[src/rtl/uc_multiciclo.sv]
// Multi-cycle MIPS control unit: FETCH/DECODE/EXEC/MEM/WB sequencing with a bounded memory-wait timeout.
// Define UC_ADDI_EN to add addi support (states ADDI_EXEC/ADDI_WB); otherwise opcode 001000 is illegal.
module uc_multiciclo #(
    parameter int OPW      = 6,
    parameter int AOPW     = 2,
    parameter int WAIT_MAX = 16,
    parameter int CNTW     = 5
) (
    input  logic            clk,
    input  logic            rst,
    input  logic [OPW-1:0]  opcode,
    input  logic            memReady,
    output logic            pcWrite,
    output logic            pcWriteCond,
    output logic            iorD,
    output logic            memRead,
    output logic            memWrite,
    output logic            irWrite,
    output logic            memtoReg,
    output logic            regDst,
    output logic            regWrite,
    output logic            aluSrcA,
    output logic [1:0]      aluSrcB,
    output logic [AOPW-1:0] aluOp,
    output logic [1:0]      pcSrc,
    output logic [3:0]      state,
    output logic            illegal,
    output logic            timeout
);

    typedef enum logic [3:0] {
        RST_ST    = 4'd0,
        FETCH     = 4'd1,
        DECODE    = 4'd2,
        MEM_ADDR  = 4'd3,
        MEM_RD    = 4'd4,
        MEM_WB    = 4'd5,
        MEM_WR    = 4'd6,
        R_EXEC    = 4'd7,
        R_WB      = 4'd8,
        BRANCH    = 4'd9,
        JUMP      = 4'd10,
        ADDI_EXEC = 4'd11,
        ADDI_WB   = 4'd12
    } state_t;

    localparam logic [OPW-1:0] OP_R    = OPW'(6'b000000);
    localparam logic [OPW-1:0] OP_LW   = OPW'(6'b100011);
    localparam logic [OPW-1:0] OP_SW   = OPW'(6'b101011);
    localparam logic [OPW-1:0] OP_BEQ  = OPW'(6'b000100);
    localparam logic [OPW-1:0] OP_J    = OPW'(6'b000010);
`ifdef UC_ADDI_EN
    localparam logic [OPW-1:0] OP_ADDI = OPW'(6'b001000);
`endif

    state_t          state_q, state_d;
    logic [CNTW-1:0] cnt_q, cnt_d;
    logic            isMemState;
    logic            waitExpired;

    always_ff @(posedge clk or posedge rst) begin
        if (rst) begin
            state_q <= RST_ST;
            cnt_q   <= '0;
        end else begin
            state_q <= state_d;
            cnt_q   <= cnt_d;
        end
    end

    assign isMemState  = (state_q == FETCH) || (state_q == MEM_RD) || (state_q == MEM_WR);
    assign waitExpired = isMemState && !memReady && (cnt_q == CNTW'(WAIT_MAX - 1));
    assign state       = state_q;

    // The counter only survives while a memory state keeps waiting; every other path lands at zero,
    // which also clears it on entry to the next memory state.
    always_comb begin
        state_d     = state_q;
        cnt_d       = '0;
        pcWrite     = 1'b0;
        pcWriteCond = 1'b0;
        iorD        = 1'b0;
        memRead     = 1'b0;
        memWrite    = 1'b0;
        irWrite     = 1'b0;
        memtoReg    = 1'b0;
        regDst      = 1'b0;
        regWrite    = 1'b0;
        aluSrcA     = 1'b0;
        aluSrcB     = 2'b00;
        aluOp       = '0;
        pcSrc       = 2'b00;
        illegal     = 1'b0;
        timeout     = 1'b0;

        if (isMemState && !memReady && !waitExpired)
            cnt_d = cnt_q + CNTW'(1);

        case (state_q)
            RST_ST: state_d = FETCH;
            FETCH: begin
                memRead = 1'b1;
                aluSrcB = 2'b01;
                irWrite = memReady;
                pcWrite = memReady;
                if (memReady) begin
                    state_d = DECODE;
                end else if (waitExpired) begin
                    timeout = 1'b1;
                    state_d = FETCH;
                end
            end
            DECODE: begin
                aluSrcB = 2'b11;
                case (opcode)
                    OP_R:         state_d = R_EXEC;
                    OP_LW, OP_SW: state_d = MEM_ADDR;
                    OP_BEQ:       state_d = BRANCH;
                    OP_J:         state_d = JUMP;
`ifdef UC_ADDI_EN
                    OP_ADDI:      state_d = ADDI_EXEC;
`endif
                    default: begin
                        illegal = 1'b1;
                        state_d = FETCH;
                    end
                endcase
            end
            MEM_ADDR: begin
                aluSrcA = 1'b1;
                aluSrcB = 2'b10;
                state_d = (opcode == OP_LW) ? MEM_RD : MEM_WR;
            end
            MEM_RD: begin
                memRead = 1'b1;
                iorD    = 1'b1;
                if (memReady) begin
                    state_d = MEM_WB;
                end else if (waitExpired) begin
                    timeout = 1'b1;
                    state_d = FETCH;
                end
            end
            MEM_WB: begin
                memtoReg = 1'b1;
                regWrite = 1'b1;
                state_d  = FETCH;
            end
            MEM_WR: begin
                memWrite = 1'b1;
                iorD     = 1'b1;
                if (memReady) begin
                    state_d = FETCH;
                end else if (waitExpired) begin
                    timeout = 1'b1;
                    state_d = FETCH;
                end
            end
            R_EXEC: begin
                aluSrcA = 1'b1;
                aluOp   = AOPW'(2'b10);
                state_d = R_WB;
            end
            R_WB: begin
                regDst   = 1'b1;
                regWrite = 1'b1;
                state_d  = FETCH;
            end
            BRANCH: begin
                aluSrcA     = 1'b1;
                aluOp       = AOPW'(2'b01);
                pcWriteCond = 1'b1;
                pcSrc       = 2'b01;
                state_d     = FETCH;
            end
            JUMP: begin
                pcWrite = 1'b1;
                pcSrc   = 2'b10;
                state_d = FETCH;
            end
`ifdef UC_ADDI_EN
            ADDI_EXEC: begin
                aluSrcA = 1'b1;
                aluSrcB = 2'b10;
                state_d = ADDI_WB;
            end
            ADDI_WB: begin
                regWrite = 1'b1;
                state_d  = FETCH;
            end
`endif
            default: state_d = FETCH;
        endcase
    end

endmodule

[config.mk]
export PLATFORM = sky130hd
export DESIGN_NAME = uc_multiciclo
export DESIGN_NICKNAME = d
export VERILOG_FILES = /design/src/rtl/uc_multiciclo.sv
export SDC_FILE = /design/constraint.sdc
export NUM_CORES = 1
export LEC_CHECK = 0
export CORE_MARGIN = 2
export CORE_UTILIZATION = 41
export DETAILED_ROUTE_END_ITERATION = 6
export PLACE_DENSITY = 0.78
export REMOVE_ABC_BUFFERS = 1
export SLEW_MARGIN = 20
export SYNTH_ARGS = -nofsm -noshare
export SYNTH_HDL_FRONTEND = slang
export SYNTH_SLANG_ARGS = --single-unit
[constraint.sdc]
create_clock -name clk -period 2.25 [get_ports clk]
set_input_delay 0.675 -clock clk [delete_from_list [all_inputs] [get_ports clk]]
set_output_delay 0.675 -clock clk [all_outputs]
set_load 0.05 [all_outputs]
==> results.ini, run 1 <==
[global_route]
first_global_vias=1058
grt_max_degree=13
busiest_layer=met2
antenna_found_initial=0
met2_usage_pct=65.0
met1_usage_pct=40.6
grt_first_pass_wirelength_um=5350
track_usage_pct=37.1
grtUsageMet3_pct=7.45
grt-ovfl-total=0

[synth]
synth_cell_types=39
netlist_instances=84
synth.most_common_cell=nor2_1
avgSynthCellArea_um2=8.76
seq_area_frac_synth_pct=30.6
ys.flop_type=dfrtp_1
ys_ff_latch=9
yosys.area.top_type_share_pct=30.6
synthTopCellsByCount=15 x nor2_1, 9 x dfrtp_1, 5 x inv_1
synth_top_area_cell=dfrtp_1
synth_edf_count=0
async_reset_ff_share_pct=100
ys_warn_count=0
synth.area.top_cells=dfrtp_1 31%, nor2_1 7.7%, nor3b_1 4.1%
synthesis.area_um2=736

[power_and_ir_drop]
totalPowerFinal_mw=1.95
power.internal_mw=0.924
leakagePower_nw=0.690
swShare_pct=52.7
p_comb_share_pct=80.2
vdd_drop_max_uv=937
power_density_nw_per_um2=1220
p_seq_share_pct=12.9
pwr-share-clk_pct=6.9
power_switching_mw=1.03

[cts]
clock-sinks=9
clk_latency_ns=0.27
clk_pin_slew_ns=0.07
clockBufferDepth=2
cts-root-buf=clkbuf_4
htree_levels=1
cts_tree=yes
cts_buffers=3

[routing]
routed_wl_um=4300
first_pass_iters=4
vias=1075
ant_nets=0
drc=0
drtIter0Drc=33
wl_per_cell_um=25.3
vias_per_cell=6.32

[critical_path]
crit_fanout=2
r2r_setup_slack_ns=0.34
worst_ep_required_time_ns=1.57
path_cells=buf_2 -> or4_4 -> nor2_4 -> a221oi_2 -> buf_6
critical-path-top-delay-family=simple AND/OR/NAND/NOR gates
crit_path_max_incr_delay_ns=0.54
worstPathArrival_ns=1.71
end_kind=output port
crit_buf_inv=2
worstReg2RegStart=cnt_q[1]$_DFF_PP0_
critPathKind=in -> out
cp-start-kind=input port
worstRegToRegCells=7
r2r_end=cnt_q[2]$_DFF_PP0_
critPathSlowestCell=or4_4

[min_path]
min_path_type=reg -> reg
hold_end=cnt_q[0]$_DFF_PP0_
min_path_cells=2
hold_start=cnt_q[0]$_DFF_PP0_

[timing]
fin_crit_ns=2.39
setup_slack_ns=-0.139
tns_ns=-0.424
slew_headroom_pct=65.2
rsz0062_at_grt=true
setup_violations=5
tightest_slew_ns=0.520
hold_viol=0
fin_worst_skew_ns=0.000903
drv_slew=0
clock.fmax_ghz=0.419
period_share_pct=106
fin_hold_ws_ns=0.607

[layout]
synthToLayoutAreaGrowth_pct=118
antenna_cells=0
fin_cells=170
nNetsFinal=157
fillers=53
drive_gt1_share_pct=66.9

[placement]
routabilityCongestion=0.791
preCtsSetupSlack_ns=-0.546
io_buffers=30
dp_cells=156
place_hpwl_um=1940

[die]
dieArea_um2=2150
fp.coreArea_um2=1710
initial_core_util_pct=43.1
ios=31
die_height_um=46.4
rows=15
chipWidth_um=46.4

[run_status]
status=complete, but fails checks
violations=setup timing

[flow_run]
drv_cap=0

[power groups by stage]
stage          logic (mW)  clock network, mW  registers, mW
6_report             1.57              0.134          0.253
5_1_grt              1.60              0.139          0.253
4_1_cts              1.39              0.127          0.251
3_5_place_dp         1.30                  0          0.245
3_3_place_gp         1.27                  0          0.238
2_1_floorplan       0.576                  0          0.357
[kinds of logic after synthesis]
logic type      after synthesis  synth area share [%]
compound gates               16                  19.0
flops                         9                  30.6
buf+inv                      11                  7.82
fa+ha+maj                     2                  3.40
xor+xnor                      4                  4.76
simple gates                 41                  33.0
mux                           1                  1.36
[what timing repair did]
item                                    in CTS  in global routing
setup buffers                                7                  3
hold buffers                                 0                  0
gates resized for setup                     49                  8
pin swaps                                    7                  1
hold endpoints to repair                     0                  0
endpoints found under the setup margin       8                 10
[worst max-delay path by stage]
stage                            start  endpoint  slack, ns  cells past startpoint
finish                       opcode[3]   illegal      -0.14                      5
global route        state[0]$_DFF_PP0_   illegal      -0.15                      4
detailed placement           opcode[0]   illegal      -0.55                      5
floorplan           state[0]$_DFF_PP0_   irWrite      -1.14                      2
global placement             opcode[0]   illegal      -0.46                      5
CTS                          opcode[4]   illegal      -0.11                      5
[cell usage in the layout (no fill, tap or decap), types with 2 or more instances in the layout]
master and count:
a21oi_1 2, a32o_1 2, buf_12 17, buf_2 3
buf_4 34, buf_6 5, clkbuf_4 3, dfrtp_1 6
dfrtp_2 3, dlygate4sd2_1 2, inv_1 5, nand2b_4 3
nor2_1 13, nor2_2 2, nor2b_2 2, nor3b_2 5
xnor2_1 3
[final cells by class]
cell class	instances	area (um^2)	share of cell area (%)
multi-input cells	64	594	37.0
clock buffers	4	26.3	1.64
inverters	5	18.8	1.17
well taps	25	31.3	1.95
repair buffers	63	706	44.0
flip-flops and latches	9	229	14.3
[through the flow]
| stage | area (um^2) | util (%) |
|---|---|---|
| after floorplan | 697 | - |
| after global placement | 1360 | 79.6 |
| after detailed placement | 1360 | 79.6 |
| after CTS | 1550 | 90.9 |
| after global routing | 1610 | 94.0 |
| final | 1610 | 94.0 |
[layer usage]
layer | vias to the layer above | wire length, um
met5 | - | 0
met4 | 0 | 401
met3 | 42 | 346
met2 | 91 | 2060
met1 | 523 | 1500
li1 | 419 | -
[sequential cells by signal, summed over array words and instances, names as in the netlist]
signal	flops
cnt_q	5
state	4
[worst register-to-register path, delay by kind of cell, from the launching register on]
| family | cells | cell delay [ns] |
|---|---|---|
| flip-flops | 1 | 0.41 |
| buffers and inverters | 1 | 0.13 |
| adder cells (fa/ha/maj) | 2 | 0.35 |
| AND/OR/NAND/NOR | 3 | 0.64 |
| AO/OA/AOI/OAI | 1 | 0.28 |
No activity file was read; power rests on OpenSTA's default activity.
==> run 2: changes to the inputs <==
Settings changed: GPL_TIMING_DRIVEN from default to 0.
==> run 2 against run 1 <==
- the flow still finishes with violations (setup timing)
- maximum frequency grew 2.0%
- cell area shrank 27%
- critical path depth unchanged
- critical path type unchanged
- largest power group unchanged
- highest routed layer unchanged
==> results.ini, run 2 (synthesis gave the netlist of run 1 again) <==
[run_status]
status=complete, but fails checks
violations=setup timing

[layout]
final_cell_mix=15 x nor2_1, 15 x buf_4, 6 x dlygate4sd2_1, 6 x buf_2, 5 x dfrtp_1
fin_cells=149
drive_gt1_share_pct=48.4
largest_register_ffs=5
synthToLayoutAreaGrowth_pct=58.5
largest-register=cnt_q
antenna_cells=0
nNetsFinal=136

[die]
rows=15
ios=31
fp.coreArea_um2=1710
chipWidth_um=46.4
dieArea_um2=2150
die_height_um=46.4
initial_core_util_pct=43.1

[flow_run]
drv_cap=0

[placement]
place_hpwl_um=1300
dp_cells=133
routabilityCongestion=0.767
preCtsSetupSlack_ns=-1.05
io_buffers=30

[routing]
routed_wl_um=2010
ant_nets=0
drtIter0Drc=17
first_pass_iters=4
drc=0
wl_per_cell_um=13.5
vias=785
vias_per_cell=5.27

[global_route]
grt_max_degree=12
grt_first_pass_wirelength_um=3190
grt-ovfl-total=0
antenna_found_initial=0
track_usage_pct=21.3
first_global_vias=694

[cts]
clock-sinks=9
cts_tree=yes
htree_levels=1
cts_hold_buf=0
clockBufferDepth=2
cts_buffers=3
clk_latency_ns=0.26
cts-root-buf=clkbuf_4
clk_pin_slew_ns=0.06

[critical_path]
worstReg2RegStart=cnt_q[0]$_DFF_PP0_
end_kind=output port
crit_fanout=2
worstPathArrival_ns=1.67
timing.critical_path.from=opcode[4]
critPathKind=in -> out
cp-start-kind=input port
worst_ep_required_time_ns=1.57

[timing]
hold_viol=0
fin_worst_skew_ns=0.00597
setup_slack_ns=-0.0935
clock.fmax_ghz=0.427
tightest_slew_ns=0.501
drv_slew=0
rsz0062_at_grt=true
slew_headroom_pct=66.7
fin_crit_ns=2.34
setup_violations=1
period_share_pct=104
tns_ns=-0.0935

[power_and_ir_drop]
leakagePower_nw=0.519
power_density_nw_per_um2=1270
vdd_drop_max_uv=720

[min_path]
min_path_type=reg -> reg
hold_start=cnt_q[0]$_DFF_PP0_

==> run 2: cell count changes in the layout (fill, tap and decap cells not counted), sizes merged <==
cell / change
inv: -1
clkdlybuf4s15: +3
clkbuf: +4
dlygate4sd2: +4
clkdlybuf4s18: +1
buf: -33
clkinvlp: +1
==> run 2: path summary, 6_finish.rpt <==
kind | endpoint | slack (ns) | depth (start not counted)
worst min-delay path | cnt_q[0]$_DFF_PP0_ | 0.53 | 2
worst max register to register | state[1]$_DFF_PP0_ | 0.60 | 6
worst max-delay path | illegal | -0.09 | 5
min in group asynchronous | cnt_q[3]$_DFF_PP0_ | 0.67 | 2
worst min register to register | cnt_q[0]$_DFF_PP0_ | 0.53 | 2
max in group asynchronous | state[1]$_DFF_PP0_ | 1.30 | 2
==> run 2: cell type report <==
| cell class | instances | area, um^2 |
|---|---|---|
| Clock buffer | 4 | 26.3 |
| Fill cell | 135 | 542 |
| Inverter | 5 | 22.5 |
| Multi-Input combinational cell | 64 | 508 |
| Sequential cell | 9 | 230 |
| Tap cell | 25 | 31.3 |
| Timing Repair Buffer | 42 | 348 |
==> run 2: what timing repair did <==
| item | 4_1_cts | 5_1_grt |
|---|---|---|
| pin swaps | 3 | 2 |
| setup endpoints to repair | 22 | 15 |
| gates resized for setup | 116 | 21 |
| setup buffers | 9 | 3 |
| gates cloned | 0 | 0 |
==> run 2: critical path, stage by stage <==
cell and delay, ns:
buf_6 0.09, or4_4 0.55, nor2_4 0.11, a221oi_2 0.07
buf_6 0.17
==> run 2: stage by stage <==
stage | hold slack, ns | util, % | area (um^2) | total power [mW]
floorplan | 0.433 | - | 697 | 0.933
global placement | 0.445 | 60.2 | 1030 | 1.22
detailed placement | 0.456 | 60.2 | 1030 | 1.23
CTS | 0.468 | 67.3 | 1150 | 1.40
global route | 0.559 | 68.3 | 1170 | 1.57
finish | 0.530 | 68.3 | 1170 | 1.48
==> run 2: report_power, final <==
part | switching (mW) | leakage, nW | internal, mW
Clock | 0.0560 | 0.0150 | 0.0683
Combinational | 0.676 | 0.389 | 0.406
Sequential | 0.0721 | 0.115 | 0.203
Total | 0.804 | 0.519 | 0.677
==> run 2: routing by layer <==
layer / routed length, um / track usage (%)
met2: 954 / 31.4
met5: 0 / 0
met1: 948 / 29.0
met4: 14 / 8.00
met3: 89 / 6.27
==> run 3: changes to the inputs <==
Settings changed: CAP_MARGIN from default to 20.
==> results of run 3 <==
The final DEF is identical to that of run 2; final timing and power are the same.
